--- src/rtl/nand_seq_logic_unit_pkg.sv ---
// Shared definitions for the sequenced NAND logic unit: opcodes, FSM
// states, per-op step counts, NAND operand/destination selects and the
// (op, step) -> micro-step decoder used by the controller.
package nand_seq_logic_unit_pkg;

  localparam logic [2:0] OP_NAND    = 3'd0;
  localparam logic [2:0] OP_NOT     = 3'd1;
  localparam logic [2:0] OP_AND     = 3'd2;
  localparam logic [2:0] OP_OR      = 3'd3;
  localparam logic [2:0] OP_NOR     = 3'd4;
  localparam logic [2:0] OP_XOR     = 3'd5;
  localparam logic [2:0] OP_XNOR    = 3'd6;
  localparam logic [2:0] OP_ILLEGAL = 3'd7;

  localparam logic [2:0] N_NAND = 3'd1;
  localparam logic [2:0] N_NOT  = 3'd1;
  localparam logic [2:0] N_AND  = 3'd2;
  localparam logic [2:0] N_OR   = 3'd3;
  localparam logic [2:0] N_NOR  = 3'd4;
  localparam logic [2:0] N_XOR  = 3'd4;
  localparam logic [2:0] N_XNOR = 3'd5;

  typedef enum logic [1:0] {ST_IDLE, ST_RUN, ST_DONE} state_t;

  typedef enum logic [2:0] {SRC_A, SRC_B, SRC_T1, SRC_T2, SRC_T3} src_t;
  typedef enum logic [1:0] {DST_T1, DST_T2, DST_T3, DST_Y} dst_t;

  typedef struct packed {
    src_t sx;
    src_t sz;
    dst_t dst;
    logic last;
  } ustep_t;

  function automatic ustep_t mk(src_t x, src_t z, dst_t d, logic l);
    ustep_t u;
    u.sx = x; u.sz = z; u.dst = d; u.last = l;
    return u;
  endfunction

  // Micro-step table: one NAND per step, destination written at the edge.
  function automatic ustep_t step_decode(logic [2:0] op, logic [2:0] step);
    ustep_t u;
    u = mk(SRC_A, SRC_B, DST_Y, 1'b1);
    case (op)
      OP_NAND: u = mk(SRC_A, SRC_B, DST_Y, 1'b1);
      OP_NOT:  u = mk(SRC_A, SRC_A, DST_Y, 1'b1);
      OP_AND:
        case (step)
          3'd0:    u = mk(SRC_A,  SRC_B,  DST_T1, 1'b0);
          default: u = mk(SRC_T1, SRC_T1, DST_Y,  1'b1);
        endcase
      OP_OR, OP_NOR:
        case (step)
          3'd0:    u = mk(SRC_A,  SRC_A,  DST_T1, 1'b0);
          3'd1:    u = mk(SRC_B,  SRC_B,  DST_T2, 1'b0);
          3'd2:    u = (op == OP_OR) ? mk(SRC_T1, SRC_T2, DST_Y,  1'b1)
                                     : mk(SRC_T1, SRC_T2, DST_T3, 1'b0);
          default: u = mk(SRC_T3, SRC_T3, DST_Y, 1'b1);
        endcase
      OP_XOR, OP_XNOR:
        case (step)
          3'd0:    u = mk(SRC_A,  SRC_B,  DST_T1, 1'b0);
          3'd1:    u = mk(SRC_A,  SRC_T1, DST_T2, 1'b0);
          3'd2:    u = mk(SRC_B,  SRC_T1, DST_T3, 1'b0);
          3'd3:    u = (op == OP_XOR) ? mk(SRC_T2, SRC_T3, DST_Y,  1'b1)
                                      : mk(SRC_T2, SRC_T3, DST_T1, 1'b0);
          default: u = mk(SRC_T1, SRC_T1, DST_Y, 1'b1);
        endcase
      default: u = mk(SRC_A, SRC_B, DST_Y, 1'b1);
    endcase
    return u;
  endfunction

endpackage

--- src/rtl/nand_seq_logic_unit_nand_stage.sv ---
// The single shared WIDTH-bit NAND evaluator.
//   i_x, i_z : operands
//   o_y      : ~(i_x & i_z), bitwise
module nand_stage #(
  parameter int WIDTH = 4
) (
  input  logic [WIDTH-1:0] i_x,
  input  logic [WIDTH-1:0] i_z,
  output logic [WIDTH-1:0] o_y
);
  assign o_y = ~(i_x & i_z);
endmodule

--- src/rtl/nand_seq_logic_unit.sv ---
// Sequenced logic unit: NAND/NOT/AND/OR/NOR/XOR/XNOR built from one shared
// NAND stage, one NAND evaluation per cycle.
//   clk, rst   : clock, synchronous active-high reset
//   start      : request, sampled only in IDLE, with op/a/b
//   op, a, b   : opcode (7 = illegal) and operands
//   busy       : high from the cycle after accept through the done cycle
//   done       : one-cycle completion pulse
//   err, y     : illegal-op flag and result, held until overwritten
module nand_seq_logic_unit
  import nand_seq_logic_unit_pkg::*;
#(
  parameter int WIDTH = 4
) (
  input  logic             clk,
  input  logic             rst,
  input  logic             start,
  input  logic [2:0]       op,
  input  logic [WIDTH-1:0] a,
  input  logic [WIDTH-1:0] b,
  output logic             busy,
  output logic             done,
  output logic             err,
  output logic [WIDTH-1:0] y
);

  state_t           r_state, w_state_nxt;
  logic [2:0]       r_op, r_step;
  logic [WIDTH-1:0] r_a, r_b, r_t1, r_t2, r_t3, r_y;
  logic             r_err;

  ustep_t           w_us;
  logic [WIDTH-1:0] w_x, w_z, w_n;

  assign w_us = step_decode(r_op, r_step);

  function automatic logic [WIDTH-1:0] pick(src_t s, logic [WIDTH-1:0] va,
                                            logic [WIDTH-1:0] vb, logic [WIDTH-1:0] v1,
                                            logic [WIDTH-1:0] v2, logic [WIDTH-1:0] v3);
    case (s)
      SRC_A:   return va;
      SRC_B:   return vb;
      SRC_T1:  return v1;
      SRC_T2:  return v2;
      default: return v3;
    endcase
  endfunction

  assign w_x = pick(w_us.sx, r_a, r_b, r_t1, r_t2, r_t3);
  assign w_z = pick(w_us.sz, r_a, r_b, r_t1, r_t2, r_t3);

  nand_stage #(.WIDTH(WIDTH)) u_nand (
    .i_x (w_x),
    .i_z (w_z),
    .o_y (w_n)
  );

  always_ff @(posedge clk) begin
    if (rst) r_state <= ST_IDLE;
    else     r_state <= w_state_nxt;
  end

  always_comb begin
    w_state_nxt = r_state;
    case (r_state)
      ST_IDLE: if (start) w_state_nxt = (op == OP_ILLEGAL) ? ST_DONE : ST_RUN;
      ST_RUN:  if (w_us.last) w_state_nxt = ST_DONE;
      ST_DONE: w_state_nxt = ST_IDLE;
      default: w_state_nxt = ST_IDLE;
    endcase
  end

  always_ff @(posedge clk) begin
    if (rst) begin
      r_op   <= OP_NAND;
      r_step <= '0;
      r_a    <= '0;
      r_b    <= '0;
      r_t1   <= '0;
      r_t2   <= '0;
      r_t3   <= '0;
      r_y    <= '0;
      r_err  <= 1'b0;
    end else begin
      case (r_state)
        ST_IDLE:
          if (start) begin
            if (op == OP_ILLEGAL) begin
              r_err <= 1'b1;
              r_y   <= '0;
            end else begin
              r_op   <= op;
              r_a    <= a;
              r_b    <= b;
              r_step <= '0;
            end
          end
        ST_RUN: begin
          case (w_us.dst)
            DST_T1:  r_t1 <= w_n;
            DST_T2:  r_t2 <= w_n;
            DST_T3:  r_t3 <= w_n;
            default: r_y  <= w_n;
          endcase
          // Final step also retires any stale illegal-op flag.
          if (w_us.last) r_err  <= 1'b0;
          else           r_step <= r_step + 3'd1;
        end
        default: ;
      endcase
    end
  end

  assign busy = (r_state == ST_RUN) || (r_state == ST_DONE);
  assign done = (r_state == ST_DONE);
  assign err  = r_err;
  assign y    = r_y;

endmodule

--- config.mk ---
export PLATFORM = sky130hd
export DESIGN_NAME = nand_seq_logic_unit
export DESIGN_NICKNAME = d
export VERILOG_FILES = /design/src/rtl/nand_seq_logic_unit_pkg.sv /design/src/rtl/nand_seq_logic_unit_nand_stage.sv /design/src/rtl/nand_seq_logic_unit.sv
export SDC_FILE = /design/constraint.sdc
export NUM_CORES = 1
export LEC_CHECK = 0
export ABC_AREA = 0
export CAP_MARGIN = 20
export CORE_MARGIN = 2
export CORE_UTILIZATION = 41
export DETAILED_ROUTE_END_ITERATION = 10
export SLEW_MARGIN = 10
export SYNTH_ARGS = -nofsm -noshare
export SYNTH_HDL_FRONTEND = slang
export SYNTH_SLANG_ARGS = --single-unit
--- constraint.sdc ---
create_clock -name clk -period 7 [get_ports clk]
set_input_delay 1.75 -clock clk [delete_from_list [all_inputs] [get_ports clk]]
set_output_delay 1.75 -clock clk [all_outputs]
set_load 0.1 [all_outputs]
**Word-level counts from Yosys, hierarchy flattened**

Cells that the tools add are included.

- $add $sub $neg: 1
- Reduce and logical (&&, ||, !) cells: 18
- Eq/ne operators: 26
- Multiplexer cells: 24
- Bitwise gates (word level): 3

Operator list:

| cell | number |
|---|---|
| $pmux W9 S4 | 1 |
| $pmux W4 S4 | 2 |
| $pmux W8 S4 | 1 |
| $pmux W9 S3 | 1 |
| $eq A3 B2 Y1 const B | 8 |
| $eq A3 B1 Y1 const B | 4 |
| $eq A3 B3 Y1 const B | 4 |
| $mux W3 | 4 |
| $mux W4 | 3 |
| $ne A2 B2 Y1 const B | 6 |
| $reduce_and A4 Y1 | 3 |
| $logic_not A3 Y1 | 3 |
| $mux W2 | 4 |
| $mux W8 | 1 |
| $pmux W4 S2 | 1 |
| $reduce_and A2 Y1 | 4 |
| $pmux W3 S2 | 1 |
| $and A4 B4 Y4 | 1 |
| $eq A2 B1 Y1 const B | 2 |
| $eq A2 B2 Y1 const B | 2 |
| $logic_not A2 Y1 | 2 |
| $not A4 Y4 | 1 |
| $pmux W2 S2 | 1 |
| $reduce_or A2 Y1 | 2 |
| other kinds (8) | 10 |

- Bits in registers: 33
- Word-level logic and storage cells: 82
- Input port bits: 14

**Longest topological paths before layout**

Gate-level depths: netlist of the first run.

- Depth after elaboration: 10
- Gate-level depth with buffers: 10
- Mapped depth without buffers: 9

**Cells and area by module**

A second synthesis of the first run with hierarchy kept.

- Cells, all modules: 254
- Area, all modules: 2189.6 sq um

By module, submodules not included:

| module | sequential area each (sq um) | cells an instance | area an instance (sq um) | instances |
|---|---|---|---|---|
| nand_seq_logic_unit | 660.6 | 250 | 2174.6 | 1 |
| nand_stage | 0.0 | 4 | 15.0 | 1 |

**Worst setup path before layout of the first run**

No wires, ideal clock.

- Kind: register to output
- From: register r_state[0]
- To: output busy
- Data arrival time: 1.223 ns
- Setup slack: 4.027 ns
- Cell stages (with the launch flop): 3
- Cell sequence: dfxtp_1 inv_1 ha_1

- Word-level cells in the longest chain between the ends: 2
- Elaborated cells between the ends (all ways): 3
- Those cells by class: eq/ne (2); reduce/logical (1)

RTL lines:

| element | RTL line | source |
|---|---|---|
| start, declared | nand_seq_logic_unit.sv:26 | `state_t r_state, w_state_nxt;` |
| start signal, assigned | nand_seq_logic_unit.sv:59 | `else r_state <= w_state_nxt;` |
| $eq A2 B1 Y1 / $eq A2 B2 Y1 (equally long branches) | nand_seq_logic_unit.sv:113 | `assign busy = (r_state == ST_RUN) \|\| (r_state == ST_DONE);` |
| $logic_or A1 B1 Y1 * | nand_seq_logic_unit.sv:113 |  |
| end, declared | nand_seq_logic_unit.sv:20 | `output logic busy,` |

Every way passes the cells marked *; elsewhere a longest branch is shown, timed or not.

**Final worst setup path of the first run**

Ends and elaborated chain as after synthesis.

==> flow_summary_export.csv, run 1 <==
group,metric,value,unit
synth,seq_area_frac_synth,30.6,%
clock_tree,clock_path_buffers,2,
timing,period_share,54.9,%
drt,vias_per_cell,5.55,
floorplanning,initial_core_util,42.3,%
setup_path,cp_num_buf_inv,2,
global_route,grt_pass1_vias,1780,
final_layout,fin_cells,345,
setup_path,rr_endpoint,"y[0]$_SDFFE_PP0P_",
power,p_int,0.322,mW
clock_tree,hold_buffers,0,
setup_path,cp-end-kind,"output pin",
synth,yosys_most_used_dff,"dfxtp_1",
synth,avgSynthCellArea,8.27,um2
place,gp_congestion,0.755,
setup_path,slowest_stage,"clkdlybuf4s50_1",
power,p_leak,0.917,nW
timing,fmax,0.260,GHz
power,power_density,199,nW/um2
drt,drtIter0Drc,83,
global_route,grt_pass1_wl,8800,um
min_path,hold_path_depth,2,
floorplanning,core_area,5110,um2
power,p_switching,0.168,mW
timing,hold_viol,0,
clock_tree,cts_tree,"yes",
synth,syn_nets,284,
timing,layout_min_cycle_time,3.84,ns
drt,postRouteAntennaNets,0,
global_route,antenna_found_initial,0,
place,dp_cells,338,
clock_tree,clkLatencyLatePin,0.29,ns
synth,synth_area_leaders,"dfxtp_1, nand2_1, a21oi_1, ha_1, a211oi_1",
run,maxCapViolations,0,
setup_path,path_max_fanout,3,
final_layout,drive_gt1_share,9.09,%
floorplanning,rows,26,
power,p_comb_share,27.0,%
clock_tree,clock-root-buffer,"clkbuf_8",
synth,yosysWarnings,0,
timing,rsz0062_at_grt,"false",
min_path,hold_path_end,"y[3]$_SDFFE_PP0P_",
setup_path,rr_startpoint,"r_step[1]$_SDFFE_PP0P_",
timing,setup_viol,0,
power,peakVddDrop,0.168,mV
setup_path,cp-start-kind,"register",
setup_path,critPathLaunch,"r_state[0]$_SDFFE_PP0P_",
synth,synth_cell_types,57,
synth,synth_edf_count,0,
clock_tree,cts_setup_buffers,0,
clock_tree,cts-buffers-inserted,5,
final_layout,nNetsFinal,298,
clock_tree,clkSinkCount,33,
synth,syn_area,2160,um2
synth,ys_seq_elements,33,
drt,first_pass_iters,4,
min_path,hp-start,"y[3]$_SDFFE_PP0P_",
timing,relSlewSlack,34.5,%
floorplanning,io_pins,21,
setup_path,worstPathArrival,2.09,ns
clock_tree,htreeDepth,2,
floorplanning,dieArea,5860,um2
synth,synthArstFlopShare,0,%
power,switching_share,34.2,%
final_layout,antennaDiodeCount,0,
drt,vias,1914,
timing,worst_slew_pin_slew,0.979,ns
global_route,grt_max_degree,32,
setup_path,crit_path_max_incr_delay,1.12,ns
timing,finalMaxSlewViolations,0,
status,status,"complete, no violations",
floorplanning,dieHeight,76.6,um
timing,setup_tns,0,ns
setup_path,crit_chain,"inv_1, ha_1, clkdlybuf4s50_1",
synth,yosysTopAreaCell,"dfxtp_1",
global_route,overflow,0,
power,clockPowerShare,29.9,%
setup_path,r2r_setup_slack,4.14,ns
setup_path,worstPathRequired,5.25,ns
min_path,min_path_type,"reg2reg",
drt,drc_errors,0,
setup_path,reg2reg_depth,9,
timing,fin_skew,0.00408,ns
final_layout,syn2layout_area_growth,14.1,%
power,seq_power_share,43.1,%
place,io_buffers,20,
floorplanning,die_w,76.6,um
drt,wl,5230,um
clock_tree,cts_resized,0,
setup_path,cp_top_family,"buffers and inverters",
clock_tree,clk_pin_slew_worst_paths,0.06,ns
synth,syn_inst,261,
global_route,grt_util_all_layers,18.8,%
setup_path,crit_type,"reg2out",
drt,wl_per_cell,15.2,um
place,dp_hpwl,3740,um
final_layout,nFillCells,507,
synth,synth_top_area_share,30.6,%
[routing by layer]
layer / vias up / GRT usage [%] / part of all wire [%] / routed length (um)
met5: - / 0 / 0 / 0
met4: 0 / 6.00 / 1.2 / 63
met3: 7 / 4.03 / 3.9 / 206
met2: 43 / 31.2 / 48 / 2500
met1: 896 / 24.4 / 47 / 2470
li1: 968 / - / - / -
[area by class of cell]
cell class | count | area (um2) | area share [%]
clock buffer | 7 | 86.3 | 3.51
inverter | 10 | 37.5 | 1.52
tap | 70 | 87.6 | 3.56
timing repair buffer | 21 | 208 | 8.43
multi-input combinational | 204 | 1380 | 56.1
sequential | 33 | 661 | 26.8
[worst register-to-register path: cells and delay by family (launching register included)]
| family | cells | cell delay [ns] |
|---|---|---|
| flip-flops | 1 | 0.40 |
| adder cells (fa/ha/maj) | 1 | 0.33 |
| buffers and inverters | 1 | 0.12 |
| AND/OR/NAND/NOR | 2 | 0.55 |
| AO/OA/AOI/OAI | 5 | 1.34 |
[cells in the mapped netlist, types with 2 or more instances]
master	instances
a211oi_1	12
a21oi_1	23
a221o_1	3
a221oi_1	2
a22o_1	3
a22oi_1	4
a2bb2oi_1	2
a31oi_2	2
a32oi_1	2
and2_1	3
buf_2	5
buf_6	2
clkbuf_1	5
dfxtp_1	33
ha_1	9
inv_1	10
mux2_1	2
mux2_2	3
mux2i_1	8
nand2_1	43
nand2b_1	5
nand3_1	5
nor2_1	24
nor2_8	2
nor2b_1	6
o21ai_0	10
o22a_1	2
or2_2	2
[cell usage in the layout (no fill, tap or decap), types with 4 or more instances in the layout]
| master | synthesis | routed |
|---|---|---|
| clkdlybuf4s50_1 | 0 | 20 |
| nand2b_1 | 5 | 5 |
| inv_1 | 10 | 10 |
| mux2i_1 | 8 | 8 |
| a21oi_1 | 23 | 23 |
| ha_1 | 9 | 9 |
| nand3_1 | 5 | 5 |
| dfxtp_1 | 33 | 33 |
| clkbuf_8 | 0 | 6 |
| nor2b_1 | 6 | 6 |
| nor2_1 | 24 | 24 |
| a22oi_1 | 4 | 4 |
| a211oi_1 | 12 | 12 |
| o21ai_0 | 10 | 10 |
| nand2_1 | 43 | 43 |
[sequential cells by signal, summed over array words and instances, names as in the netlist]
| name | count |
|---|---|
| err | 1 |
| r_a | 4 |
| r_b | 4 |
| r_op | 3 |
| r_state | 2 |
| r_step | 3 |
| r_t1 | 4 |
| r_t2 | 4 |
| r_t3 | 4 |
| y | 4 |
[logic make-up (layout without fill, tap and decap cells)]
family,after synthesis,after routing,synth area share (%)
DFF,33,33,30.6
muxes,14,14,7.36
AOI/OAI and AO/OA,80,80,28.1
xor gates and xnor gates,1,1,0.406
buffers and inverters,24,38,5.33
and+or+nand+nor,100,100,23.0
adders and majority gates,9,9,5.22
[worst max-delay path by stage]
stage | cells after the start | slack, ns | endpoint
floorplan | 2 | 4.03 | busy
global placement | 7 | 3.45 | r_step[0]$_SDFFE_PP0P_
detailed placement | 7 | 3.41 | r_step[0]$_SDFFE_PP0P_
CTS | 3 | 3.14 | busy
global route | 3 | 3.08 | busy
finish | 3 | 3.16 | busy
[power by group through the flow]
| stage | Clock (mW) | Sequential [mW] | Combinational [mW] |
|---|---|---|---|
| 2_1_floorplan | 0 | 0.216 | 0.102 |
| 3_3_place_gp | 0 | 0.215 | 0.132 |
| 3_5_place_dp | 0 | 0.215 | 0.131 |
| 4_1_cts | 0.149 | 0.211 | 0.132 |
| 5_1_grt | 0.159 | 0.213 | 0.143 |
| 6_report | 0.146 | 0.211 | 0.132 |
[through the flow]
step,worst slack (ns),power (mW),area (um2),util (%),hold slack [ns]
after floorplan,4.03,0.318,2160,-,0.446
after global placement,3.45,0.346,2380,46.5,0.442
after detailed placement,3.41,0.346,2380,46.5,0.448
after CTS,3.14,0.492,2460,48.2,0.463
after global routing,3.08,0.515,2460,48.2,0.490
final,3.16,0.489,2460,48.2,0.458
(Power assumes the default switching activity.)
==> run 2, diff against run 1 <==
clock period = 4 ns   (was 7 ns; I/O delays follow)
==> run 2 against run 1 <==
Compared with the run above:
- sequential power increased by 74%
- die area unchanged
- sequential share of layout area shrank 0.30 points
- setup slack worse by 2.1 ns
- critical path type unchanged
- non-clock buffer count is the same
- combinational power up 77%
- global-route usage rose by 1.3 points
- via count down 0.73%
- core utilization is 0.54 points higher
==> flow_summary_export.csv, run 2 (same netlist as run 1, synthesis figures left out) <==
group,metric,value,unit
setup_path,reg2reg_depth,9,
floorplanning,dieArea,5860,um2
setup_path,cp-end-kind,"output pin",
timing,period_share,74.3,%
power,peakVddDrop,0.285,mV
drt,drc_errors,0,
timing,relSlewSlack,34.6,%
place,gp_congestion,0.778,
floorplanning,core_area,5110,um2
clock_tree,cts_resized,0,
min_path,hold_path_end,"y[2]$_SDFFE_PP0P_",
drt,vias,1900,
clock_tree,clkLatencyLatePin,0.28,ns
clock_tree,htreeDepth,2,
timing,fmax,0.337,GHz
floorplanning,io_pins,21,
final_layout,fin_cells,346,
min_path,hold_path_depth,2,
power,p_switching,0.299,mW
drt,wl_per_cell,15.6,um
setup_path,rr_startpoint,"r_step[2]$_SDFFE_PP0P_",
place,dp_cells,338,
power,switching_share,32.2,%
drt,drtIter0Drc,117,
min_path,hp-start,"y[2]$_SDFFE_PP0P_",
setup_path,critPathLaunch,"r_state[0]$_SDFFE_PP0P_",
setup_path,r2r_setup_slack,1.14,ns
drt,vias_per_cell,5.49,
setup_path,path_max_fanout,3,
place,io_buffers,20,
min_path,min_path_type,"reg2reg",
final_layout,nNetsFinal,298,
timing,layout_min_cycle_time,2.97,ns
power,clockPowerShare,35.2,%
power,p_int,0.629,mW
setup_path,crit_path_max_incr_delay,1.13,ns
setup_path,cp-start-kind,"register",
final_layout,layout_commonest_cell,"nand2_1",
power,seq_power_share,39.7,%
final_layout,drive_gt1_share,9.78,%
floorplanning,dieHeight,76.6,um
timing,finalMaxSlewViolations,0,
clock_tree,hold_buffers,0,
floorplanning,die_w,76.6,um
final_layout,antennaDiodeCount,0,
global_route,overflow,0,
timing,worst_slew_pin_slew,0.978,ns
clock_tree,clock_path_buffers,2,
clock_tree,clk_pin_slew_worst_paths,0.07,ns
timing,hold_viol,0,
floorplanning,rows,26,
power,p_leak,0.932,nW
global_route,grt_pass1_wl,9500,um
place,dp_hpwl,3950,um
final_layout,final_core_util,48.8,%
floorplanning,initial_core_util,42.3,%
run,maxCapViolations,0,
setup_path,slowest_stage,"clkdlybuf4s50_1",
timing,rsz0062_at_grt,"false",
setup_path,crit_type,"reg2out",
setup_path,crit_chain,"inv_1, ha_1, clkdlybuf4s50_1",
timing,setup_viol,0,
drt,first_pass_iters,4,
global_route,grt_pass1_vias,1862,
clock_tree,cts-buffers-inserted,5,
clock_tree,cts_tree,"yes",
global_route,grt_max_degree,20,
setup_path,worstPathRequired,3.00,ns
drt,wl,5410,um
timing,setup_tns,0,ns
global_route,grt_util_all_layers,20.2,%
timing,fin_hold_ws,0.465,ns
setup_path,rr_endpoint,"y[1]$_SDFFE_PP0P_",
final_layout,syn2layout_area_growth,15.4,%
drt,postRouteAntennaNets,0,
status,status,"complete, no violations",
clock_tree,clock-root-buffer,"clkbuf_8",
clock_tree,clkSinkCount,33,
timing,fin_skew,0.00638,ns
setup_path,worstPathArrival,1.97,ns
power,power_density,373,nW/um2
global_route,antenna_found_initial,0,
power,p_comb_share,25.1,%
final_layout,layout_common_cells,"nand2_1, dfxtp_1, nor2_1",
clock_tree,cts_setup_buffers,0,
[run 2: changes by cell type in the layout (fill, tap and decap cells not counted), sizes merged]
cell           before  now
buf                 1    2
bufinv              0    1
clkdlybuf4s50      20   19
[run 2: power by group through the flow]
stage                     logic [mW]  registers [mW]  clock network (mW)
after floorplan                0.178           0.377                   0
after global placement         0.231           0.376                   0
after detailed placement       0.232           0.376                   0
after CTS                      0.234           0.368               0.335
after global routing           0.255           0.372               0.355
final                          0.233           0.368               0.327
[run 2: worst max-delay path: cells and delay by family (launching register included)]
kind / cells / cell delay (ns)
buf+inv: 2 / 1.21
flops: 1 / 0.33
fa+ha+maj: 1 / 0.15
[run 2: worst max path at each step]
stage	end	slack, ns	depth (start not counted)
final	done	1.03	3
after global routing	y[1]$_SDFFE_PP0P_	0.89	9
after CTS	done	1.01	3
after detailed placement	r_step[0]$_SDFFE_PP0P_	1.04	7
after global placement	r_step[0]$_SDFFE_PP0P_	1.04	7
after floorplan	r_t3[1]$_SDFFE_PP0P_	1.52	10
[run 2: final cells by class]
type / count / area (um2)
clock buffers: 7 / 86.3
clock inverters: 1 / 30.0
flip-flops and latches: 33 / 661
repair buffers: 21 / 205
fillers: 523 / 2620
inverters: 10 / 37.5
well taps: 70 / 87.6
multi-input cells: 204 / 1380
[run 2: per-layer routing]
metal	wire (um)	global-route usage (%)	vias to the layer above
li1	-	-	974
met1	2590	27.6	884
met2	2570	32.6	37
met3	202	3.79	5
met4	52	5.27	0
met5	0	0	-
[run 2: stage by stage]
stage          area, um2  setup slack, ns  power, mW
2_1_floorplan       2160             1.52      0.556
3_3_place_gp        2370             1.04      0.607
3_5_place_dp        2370             1.04      0.608
4_1_cts             2490             1.01      0.936
5_1_grt             2490            0.890      0.982
6_report            2490             1.03      0.928
==> run 3, diff against run 2 <==
clock period = 2.6 ns   (was 4 ns; I/O delays follow)
==> run 3 against run 2 <==
Compared with the run above:
- global-route usage down 0.31 points
- largest cell class unchanged
- cell area is 7.0% higher
- via count grew 4.7%
- sequential cell count did not move
- clock power is 54% higher
- hold slack barely moved
- register-to-register slack got worse by 1.0 ns
==> flow_summary_export.csv, run 3 (same netlist as run 1, synthesis figures left out) <==
group,metric,value,unit
drt,drc_errors,0,
drt,drtIter0Drc,83,
final_layout,drive_gt1_share,21.0,%
floorplanning,die_w,76.6,um
setup_path,worstPathRequired,2.76,ns
floorplanning,rows,26,
clock_tree,clock-root-buffer,"clkbuf_8",
global_route,grt_util_all_layers,19.9,%
floorplanning,core_area,5110,um2
power,p_comb_share,26.9,%
global_route,grt_max_degree,22,
timing,fmax,0.404,GHz
final_layout,layout_common_cells,"nand2_1, dfxtp_1, buf_4",
drt,postRouteAntennaNets,0,
place,gp_congestion,0.786,
status,status,"complete, no violations",
clock_tree,cts_tree,"yes",
clock_tree,cts-buffers-inserted,5,
timing,period_share,95.1,%
run,maxCapViolations,0,
setup_path,path_max_fanout,6,
power,seq_power_share,38.7,%
timing,layout_min_cycle_time,2.47,ns
timing,fin_skew,0.0126,ns
setup_path,critPathLaunch,"r_step[0]$_SDFFE_PP0P_",
setup_path,cp-start-kind,"register",
power,switching_share,32.2,%
setup_path,rr_startpoint,"r_step[0]$_SDFFE_PP0P_",
drt,vias_per_cell,5.45,
global_route,overflow,0,
timing,relSlewSlack,64.7,%
setup_path,worstPathArrival,2.63,ns
min_path,hold_path_end,"y[0]$_SDFFE_PP0P_",
floorplanning,io_pins,21,
place,io_buffers,20,
clock_tree,clock_path_buffers,2,
final_layout,final_core_util,52.2,%
floorplanning,dieHeight,76.6,um
min_path,hp-start,"y[0]$_SDFFE_PP0P_",
global_route,grt_pass1_wl,9370,um
setup_path,r2r_setup_slack,0.13,ns
power,clockPowerShare,34.4,%
floorplanning,initial_core_util,42.3,%
setup_path,crit_path_max_incr_delay,0.38,ns
timing,setup_viol,0,
power,total_power,1.46,mW
global_route,antenna_found_initial,0,
setup_path,slowest_stage,"or2_2",
min_path,min_path_type,"reg2reg",
min_path,hold_path_depth,2,
setup_path,rr_endpoint,"r_t2[3]$_SDFFE_PP0P_",
drt,first_pass_iters,4,
clock_tree,htreeDepth,2,
clock_tree,clkSinkCount,33,
power,power_density,548,nW/um2
power,p_int,0.991,mW
place,detailedPlace.worstSlack,-0.0134,ns
timing,finalMaxSlewViolations,0,
timing,setup_ws,0.126,ns
final_layout,nNetsFinal,317,
timing,fin_hold_ws,0.465,ns
drt,wl,5510,um
timing,worst_slew_pin_slew,0.527,ns
clock_tree,clk_pin_slew_worst_paths,0.07,ns
final_layout,layout_commonest_cell,"nand2_1",
place,dp_hpwl,4060,um
power,p_leak,1.05,nW
power,peakVddDrop,0.572,mV
global_route,grt_pass1_vias,1915,
setup_path,reg2reg_depth,9,
timing,hold_viol,0,
power,p_switching,0.470,mW
final_layout,syn2layout_area_growth,23.5,%
floorplanning,dieArea,5860,um2
clock_tree,clkLatencyLatePin,0.29,ns
drt,vias,1990,
final_layout,antennaDiodeCount,0,
setup_path,crit_chain,"inv_1, ha_1, nor2_1, o22a_1, or2_2, mux2i_1, a221o_1, a22oi_1, a211oi_1",
setup_path,crit_type,"reg2reg",
drt,wl_per_cell,15.1,um
setup_path,cp-end-kind,"register",
## run 3: changes by cell type in the layout (fill, tap and decap cells not counted), sizes merged
cell,delta
clkdlybuf4s50,-6
buf,+25
## run 3: layout make-up
class	instances	area [um2]
Sequential cell	33	664
Inverter	10	37.5
Fill cell	496	2440
Timing Repair Buffer	40	333
Clock inverter	1	30.0
Multi-Input combinational cell	204	1430
Clock buffer	7	86.3
Tap cell	70	87.6
## run 3: what timing repair did
action                     4_1_cts  5_1_grt
hold buffers                     0        0
setup buffers                    0        1
resized for setup                4        9
setup endpoints to repair        4       16
pin swaps                        0        2
## run 3: routing by layer
metal	global-route usage (%)	wire length [um]
met1	26.5	2740
met2	32.0	2540
met3	4.15	150
met4	6.36	81
met5	0	0
## run 3: power groups by stage
stage | clock network [mW] | logic (mW) | registers [mW]
finish | 0.503 | 0.393 | 0.565
global route | 0.539 | 0.427 | 0.569
CTS | 0.521 | 0.388 | 0.564
detailed placement | 0 | 0.385 | 0.575
global placement | 0 | 0.384 | 0.576
floorplan | 0 | 0.274 | 0.581
## run 3: worst max-delay path: cells and delay by family (launching register included)
kind            cells  cell delay, ns
mux                 1            0.14
compound gates      4            1.04
buf+inv             1            0.10
simple gates        2            0.45
flops               1            0.34
fa+ha+maj           1            0.27
## run 3: per-stage QoR
step / instances / area (um2) / setup TNS (ns)
after floorplan: 261 / 2160 / 0
after global placement: 356 / 2490 / 0
after detailed placement: 356 / 2490 / -0.0176
after CTS: 364 / 2620 / 0
after global routing: 365 / 2670 / -0.00999
final: 365 / 2670 / 0
## run 3: how the worst max path moves through the flow
stage,endpoint,slack (ns),cells past startpoint
detailed placement,y[0]$_SDFFE_PP0P_,-0.01,8
CTS,r_t2[1]$_SDFFE_PP0P_,0.002,9
global route,r_t3[2]$_SDFFE_PP0P_,-0.01,9
global placement,y[0]$_SDFFE_PP0P_,0.03,8
finish,r_t2[3]$_SDFFE_PP0P_,0.13,9
floorplan,r_t3[1]$_SDFFE_PP0P_,0.12,10
